[src/rtl/instr_loader.sv]
// Byte-stream instruction loader with LOAD/RUN mode control.
// Bytes arrive MSB first, are packed into instructions and written to consecutive addresses.
module instr_loader #(
  parameter int INSTR_WIDTH  = 16,
  parameter int ADDR_WIDTH   = 8,
  parameter int DEPTH        = 256,
  parameter int TIMEOUT_CLKS = 2500000
) (
  input  logic                   i_clk,
  input  logic                   i_rst_n,
  input  logic [7:0]             i_rx_byte,
  input  logic                   i_rx_dv,
  input  logic                   i_mode_switch,
  output logic                   o_run,
  output logic                   o_instr_we,
  output logic [ADDR_WIDTH-1:0]  o_instr_addr,
  output logic [INSTR_WIDTH-1:0] o_instr,
  output logic [ADDR_WIDTH:0]    o_count,
  output logic                   o_full,
  output logic                   o_overflow,
  output logic                   o_timeout_err
);

  localparam int BYTES = INSTR_WIDTH / 8;
  localparam int IW    = (BYTES > 1) ? $clog2(BYTES + 1) : 1;
  localparam int TW    = $clog2(TIMEOUT_CLKS);
  localparam logic [TW-1:0]       TMO_LAST = TW'(TIMEOUT_CLKS - 1);
  localparam logic [ADDR_WIDTH:0] DEPTH_C  = (ADDR_WIDTH + 1)'(DEPTH);
  localparam logic [IW-1:0]       BYTES_C  = IW'(BYTES);

  typedef enum logic [1:0] {S_IDLE, S_ASSEMBLE, S_WRITE, S_RUN} state_e;

  state_e                 state_q, state_d;
  logic [INSTR_WIDTH-1:0] shift_q, shift_d;
  logic [IW-1:0]          idx_q, idx_d;
  logic [TW-1:0]          tmo_q, tmo_d;
  logic [ADDR_WIDTH:0]    count_q, count_d;
  logic                   overflow_q, overflow_d;
  logic                   tmo_err_q, tmo_err_d;
  logic                   sw_q;
  logic                   tog_s;
  logic                   full_s;

  assign tog_s  = sw_q & ~i_mode_switch;
  assign full_s = (count_q == DEPTH_C);

  // State and datapath registers
  always_ff @(posedge i_clk or negedge i_rst_n) begin
    if (!i_rst_n) begin
      state_q    <= S_IDLE;
      shift_q    <= '0;
      idx_q      <= '0;
      tmo_q      <= '0;
      count_q    <= '0;
      overflow_q <= 1'b0;
      tmo_err_q  <= 1'b0;
      sw_q       <= 1'b0;
    end else begin
      state_q    <= state_d;
      shift_q    <= shift_d;
      idx_q      <= idx_d;
      tmo_q      <= tmo_d;
      count_q    <= count_d;
      overflow_q <= overflow_d;
      tmo_err_q  <= tmo_err_d;
      sw_q       <= i_mode_switch;
    end
  end

  // Next-state logic; a mode toggle always beats a same-cycle byte
  always_comb begin
    state_d    = state_q;
    shift_d    = shift_q;
    idx_d      = idx_q;
    tmo_d      = '0;
    count_d    = count_q;
    overflow_d = overflow_q;
    tmo_err_d  = tmo_err_q;
    case (state_q)
      S_IDLE: begin
        if (tog_s) begin
          state_d = S_RUN;
          idx_d   = '0;
        end else if (i_rx_dv) begin
          shift_d[INSTR_WIDTH-1 -: 8] = i_rx_byte;
          idx_d   = IW'(1);
          state_d = (BYTES == 1) ? S_WRITE : S_ASSEMBLE;
        end else begin
          state_d = S_IDLE;
        end
      end
      S_ASSEMBLE: begin
        if (tog_s) begin
          state_d = S_RUN;
          idx_d   = '0;
        end else if (i_rx_dv) begin
          for (int b = 0; b < BYTES; b++) begin
            if (b == BYTES - 1 - int'(idx_q)) begin
              shift_d[b*8 +: 8] = i_rx_byte;
            end else begin
              shift_d[b*8 +: 8] = shift_q[b*8 +: 8];
            end
          end
          idx_d = idx_q + IW'(1);
          if (idx_q + IW'(1) == BYTES_C) begin
            state_d = S_WRITE;
          end else begin
            state_d = S_ASSEMBLE;
          end
        end else if (tmo_q == TMO_LAST) begin
          tmo_err_d = 1'b1;
          idx_d     = '0;
          state_d   = S_IDLE;
        end else begin
          tmo_d = tmo_q + TW'(1);
        end
      end
      S_WRITE: begin
        if (full_s) begin
          overflow_d = 1'b1;
        end else begin
          count_d = count_q + (ADDR_WIDTH + 1)'(1);
        end
        idx_d   = '0;
        state_d = tog_s ? S_RUN : S_IDLE;
      end
      S_RUN: begin
        if (tog_s) begin
          state_d    = S_IDLE;
          count_d    = '0;
          overflow_d = 1'b0;
          tmo_err_d  = 1'b0;
          idx_d      = '0;
        end else begin
          state_d = S_RUN;
        end
      end
      default: begin
        state_d = S_IDLE;
      end
    endcase
  end

  assign o_run         = (state_q == S_RUN);
  assign o_instr_we    = (state_q == S_WRITE) && !full_s;
  assign o_instr_addr  = count_q[ADDR_WIDTH-1:0];
  assign o_instr       = shift_q;
  assign o_count       = count_q;
  assign o_full        = full_s;
  assign o_overflow    = overflow_q;
  assign o_timeout_err = tmo_err_q;

endmodule

[config.mk]
export PLATFORM = sky130hd
export DESIGN_NAME = instr_loader
export DESIGN_NICKNAME = d
export VERILOG_FILES = /design/src/rtl/instr_loader.sv
export SDC_FILE = /design/constraint.sdc
export NUM_CORES = 1
export LEC_CHECK = 0
export ABC_CLOCK_PERIOD_IN_PS = 2100
export BUFFER_PORTS_ARGS = -buffer_cell sky130_fd_sc_hd__buf_2
export CORE_MARGIN = 4
export CORE_UTILIZATION = 55
export DETAILED_ROUTE_END_ITERATION = 6
export HOLD_SLACK_MARGIN = 0.12
export PLACE_DENSITY = 0.85
export RECOVER_POWER = 25
export SETUP_SLACK_MARGIN = 0.15
export SYNTH_ARGS = -nofsm -noshare
export SYNTH_HDL_FRONTEND = slang
export SYNTH_SLANG_ARGS = --single-unit
[constraint.sdc]
create_clock -name i_clk -period 2.1 [get_ports i_clk]
set_input_delay 0.42 -clock i_clk [delete_from_list [all_inputs] [get_ports i_clk]]
set_output_delay 0.42 -clock i_clk [all_outputs]
set_load 0.05 [all_outputs]
After elaboration in Yosys (flattened, before gate mapping). Index checks and enable logic that the tools add are counted.

Input bits: 12. Output and inout port bits: 38. Register bits: 54. Logic and storage cells: 84.

Reductions and logical operators: 13. Bitwise gates (word level): 3. Add/subtract/negate cells: 4. Muxes and demuxes: 36. Eq/ne operators: 19.

Operators by type and width (count): 22-bit 2-to-1 mux (4); 32-bit logical NOT (1); 16-bit 2-to-1 mux (2); 8-bit 2-to-1 mux (4); 2-bit 2-to-1 mux (12); 22-bit by 1-bit adder with 22-bit output, second input constant (1); 22-bit == test, second input constant (1); 9-bit 2-to-1 mux (2); 2-bit != test, second input constant (9); 9-bit case mux with 2 select lines (1); 2-bit case mux with 4 select lines (2); 8-bit case mux with 2 select lines (1); 9-bit by 1-bit adder with 9-bit output, second input constant (1); 9-bit == test, second input constant (1); 3-bit AND reduction (3); 2-bit == test, second input constant (3); 1-bit 2-to-1 mux (6); 6-bit AND reduction (1); 2-bit nonzero test (3); 5-bit AND reduction (1); 4-bit != test, second input constant (1); 1-bit case mux with 2 select lines (2); 4-bit AND reduction (1); 2-bit by 3-bit == test with 1-bit output, first input constant (1); 10 further kinds (11).

Depth between registers and ports, before layout.
Depth in word-level cells: 6. Gate-level depth with buffers: 7.

Worst setup path after synthesis. Ideal clock, no wire load.

Path kind: register to output. Start: register count_q[0], in the netlist o_count[0]. End: output o_instr_we. Stages on the path, launching flop included: 5. Path buffers: 0. Arrival time: 1.679 ns. Path slack: 0.001 ns. Path through: dfrtp_1 > inv_1 > ha_1 > nand4_1 > and2_1.

Cells in the longest elaborated chain, start to end: 3.

Ends and longest elaborated chain: start: declaration (RTL line 37) `logic [ADDR_WIDTH:0] count_q, count_d;`; start signal: assignment (RTL line 63) `count_q <= count_d;`; 9-bit == test (RTL line 45) `assign full_s = (count_q == DEPTH_C);`; 1-bit logical NOT (RTL line 145) `assign o_instr_we = (state_q == S_WRITE) && !full_s;`; 1-bit logical AND (RTL line 145); end: declaration (RTL line 15) `output logic o_instr_we,`.

No other way between the ends.

Worst setup path after layout.
Start: register count_q[5], in the netlist o_count[5]. End: output o_full.

Cells in the longest elaborated chain, start to end: 1.

Ends and longest elaborated chain: 9-bit == test (RTL line 45); end: declaration (RTL line 19) `output logic o_full,`.

No other way between the ends.

==> run metrics <==
outcome=completed; Clock power frac=13.5%; largest cells by area after synthesis=dfrtp_1, mux2_2, nor2_1, xnor2_1, xor2_1; final wirelength=5310 um; Final WS setup=0.0579 ns; slew margin rel.=12.5%; vias in the first global route=2037; Die Wd=roughly 80 um; Max Clock Freq=0.490 GHz; syn_nets=between 200 and 300; Hold Path Sink=sw_q; worst slew pin tran=around 1.3 ns; TritonRoute pass-1 iters=4; Max-cap violations=0; Async SR Flop Fraction=100%; Setup violations, final=0; WP data arrival=1.62 ns; largest net degree at the start of global routing=55; switching part of the total=between 40% and 50%; Placement Cell Area=2980 sq um; top-count cell post-synth=dfrtp_1; register clock-pin slew on the reported worst setup and hold paths=0.10 ns; nets@finish=332; number of synthesized flops with an enable pin=0; Detailed Place HPWL=3710 um; largest area contributor in the netlist=dfrtp_1; Net Sw Power=around 2.0 mW; clock buffer depth=2; Synth top area share=50.5%; RR Startpoint=tmo_q[0]; CTS Hold Bufs=0; reg2reg path depth=6; Cell Area, Synth=2680 sq um; Comb pwr share=50.2%; Overall Global Routing Usage=a little under a fifth; CTS tree=built; Final Max Tran Viols=0; Antenna Cells=0; core area=4720 sq um; period utilization=97.2%; GP Congestion=~0.86; Syn Inst Count=about 260; post-synth cell types=43; Max H-tree Level=2; sequential share of power=around 36%; flip-flop and latch count after synthesis=54; # clock sinks=between 50 and 60; FF-to-FF End=o_timeout_err; first-pass GRT wire length=9180 um; Ys Warns=0; ANT nets after route=0; crit start category=register; Final Skew=around 0.014 ns; leakage power figure=1.45 nW; die extent in y=77.8 um; CTS root buffer=clkbuf_8; RSZ-0062 raised after global routing=true; Worst setup EP type=output pin; GRT Residual Overflow=0; # DRC=0; final cell area excluding filler cells=3150 sq um; CP max FO=4; min-delay worst type=input port to register; 1st-iter DRT viols=96; antenna violations before repair=0; Int Pwr=around 2.1 mW; min-delay src=i_mode_switch; Synth top cells by count=dfrtp_1, nor2_1, nand2_1; hold depth=1; maximum VDD drop=1.26 mV; Worst Path Required=1.68 ns; routed vias/inst=roughly 5.3; number of top-level pins=50; CTS buffer count=5; number of port buffers=49; share of layout cells above drive strength 1=32.6%; Starting Density=a little under three fifths; Mean Syn Cell Area=10.4 sq um; Layout area overhead=17.7%; Fin. Hold Viols=0; Tmin final=2.04 ns; DR WL/cell=roughly 14 um; vias post-DR=2035; sequential-to-total area share from yosys stat=~50%; critical path type=register to output pin; clk_lat worst skew=0.31 ns; Die ar.=6050 sq um; R2R Setup Slk=0.35 ns; worst slack, placed=about 0.25 ns; row cnt=25; Pwr per Cell Area=1310 nW/um^2; Most used DFF post-synth=dfrtp_1
-- metrics by stage --
| stage | hold WS (ns) | cells | util, % | TNS, ns | total power, mW |
|---|---|---|---|---|---|
| 2_1_floorplan | 0.124 | 258 | - | 0 | 3.08 |
| 3_3_place_gp | 0.450 | 368 | 63.2 | 0 | 3.48 |
| 3_5_place_dp | 0.461 | 368 | 63.2 | 0 | 3.53 |
| 4_1_cts | 0.239 | 382 | 66.4 | 0 | 4.14 |
| 5_1_grt | 0.245 | 383 | 66.7 | -0.139 | 4.38 |
| 6_report | 0.256 | 383 | 66.7 | 0 | 4.14 |
-- how the worst max path moves through the flow --
stage,startpoint,to,slack (ns),depth (start not counted)
after detailed placement,o_count[5],o_full,0.25,5
after global routing,o_count[5],o_full,-0.09,5
after CTS,o_count[6],o_full,0.07,5
after floorplan,o_count[3],o_instr_we,0.11,3
after global placement,o_count[5],o_full,0.30,5
final,o_count[5],o_full,0.06,5
-- cells by family after synthesis --
family / count (synthesis) / synth area share [%]
mux: 16 / 6.73
fa+ha+maj: 5 / 2.34
simple gates: 112 / 22.6
xor+xnor: 24 / 7.85
compound gates: 23 / 5.14
buf+inv: 24 / 4.86
flops: 54 / 50.5
-- routing by layer --
layer	track usage (%)	wire, um	up-vias
li1	-	-	987
met1	25.1	2430	984
met2	29.5	2510	58
met3	5.57	316	6
met4	5.87	49	0
met5	0	0	-
-- layout make-up --
| cell class | instances | area (sq um) |
|---|---|---|
| clock inverter | 1 | 7.51 |
| multi-input combinational | 180 | 1200 |
| inverter | 10 | 41.3 |
| fill | 361 | 1570 |
| clock buffer | 7 | 76.3 |
| timing repair buffer | 64 | 382 |
| sequential | 54 | 1360 |
| tap | 67 | 83.8 |
-- sequential cells by signal (all words and copies together), names as in the netlist --
| register | cells |
|---|---|
| o_count | 9 |
| o_overflow | 1 |
| state_q | 2 |
| idx_q | 2 |
| tmo_q | 22 |
| o_instr | 16 |
| sw_q | 1 |
| o_timeout_err | 1 |
-- critical path, cell delays in order (launching register included) --
cell,delay [ns]
dfrtp_2,0.43
nor4_2,0.26
nand4_1,0.22
buf_6,0.19
clkinvlp_4,0.07
buf_8,0.14
-- layout by cell type (no fill, tap or decap), drive strengths merged, types with 5 or more instances in the layout --
| master | n |
|---|---|
| buf | 62 |
| dfrtp | 54 |
| nor2 | 34 |
| nand2 | 20 |
| mux2 | 16 |
| nand3 | 14 |
| xnor2 | 12 |
| xor2 | 12 |
| inv | 9 |
| a21oi | 9 |
| nor3 | 9 |
| nand4 | 9 |
| clkbuf | 9 |
| o21ai | 6 |
| ha | 5 |
-- timing repair --
action / in CTS / in global routing
pin swaps: 2 / 3
resized for setup: 7 / 3
endpoints found under the setup margin: 2 / 3
buffers inserted: 6 / 1
-- power by group through the flow --
| stage | clock network (mW) | logic [mW] | registers (mW) |
|---|---|---|---|
| floorplan | 0 | 0.864 | 2.21 |
| global placement | 0 | 1.96 | 1.52 |
| finish | 0.558 | 2.08 | 1.50 |
| global route | 0.623 | 2.22 | 1.53 |
| CTS | 0.581 | 2.07 | 1.50 |
| detailed placement | 0 | 2.00 | 1.53 |
Power figures use the tool's default switching activity.
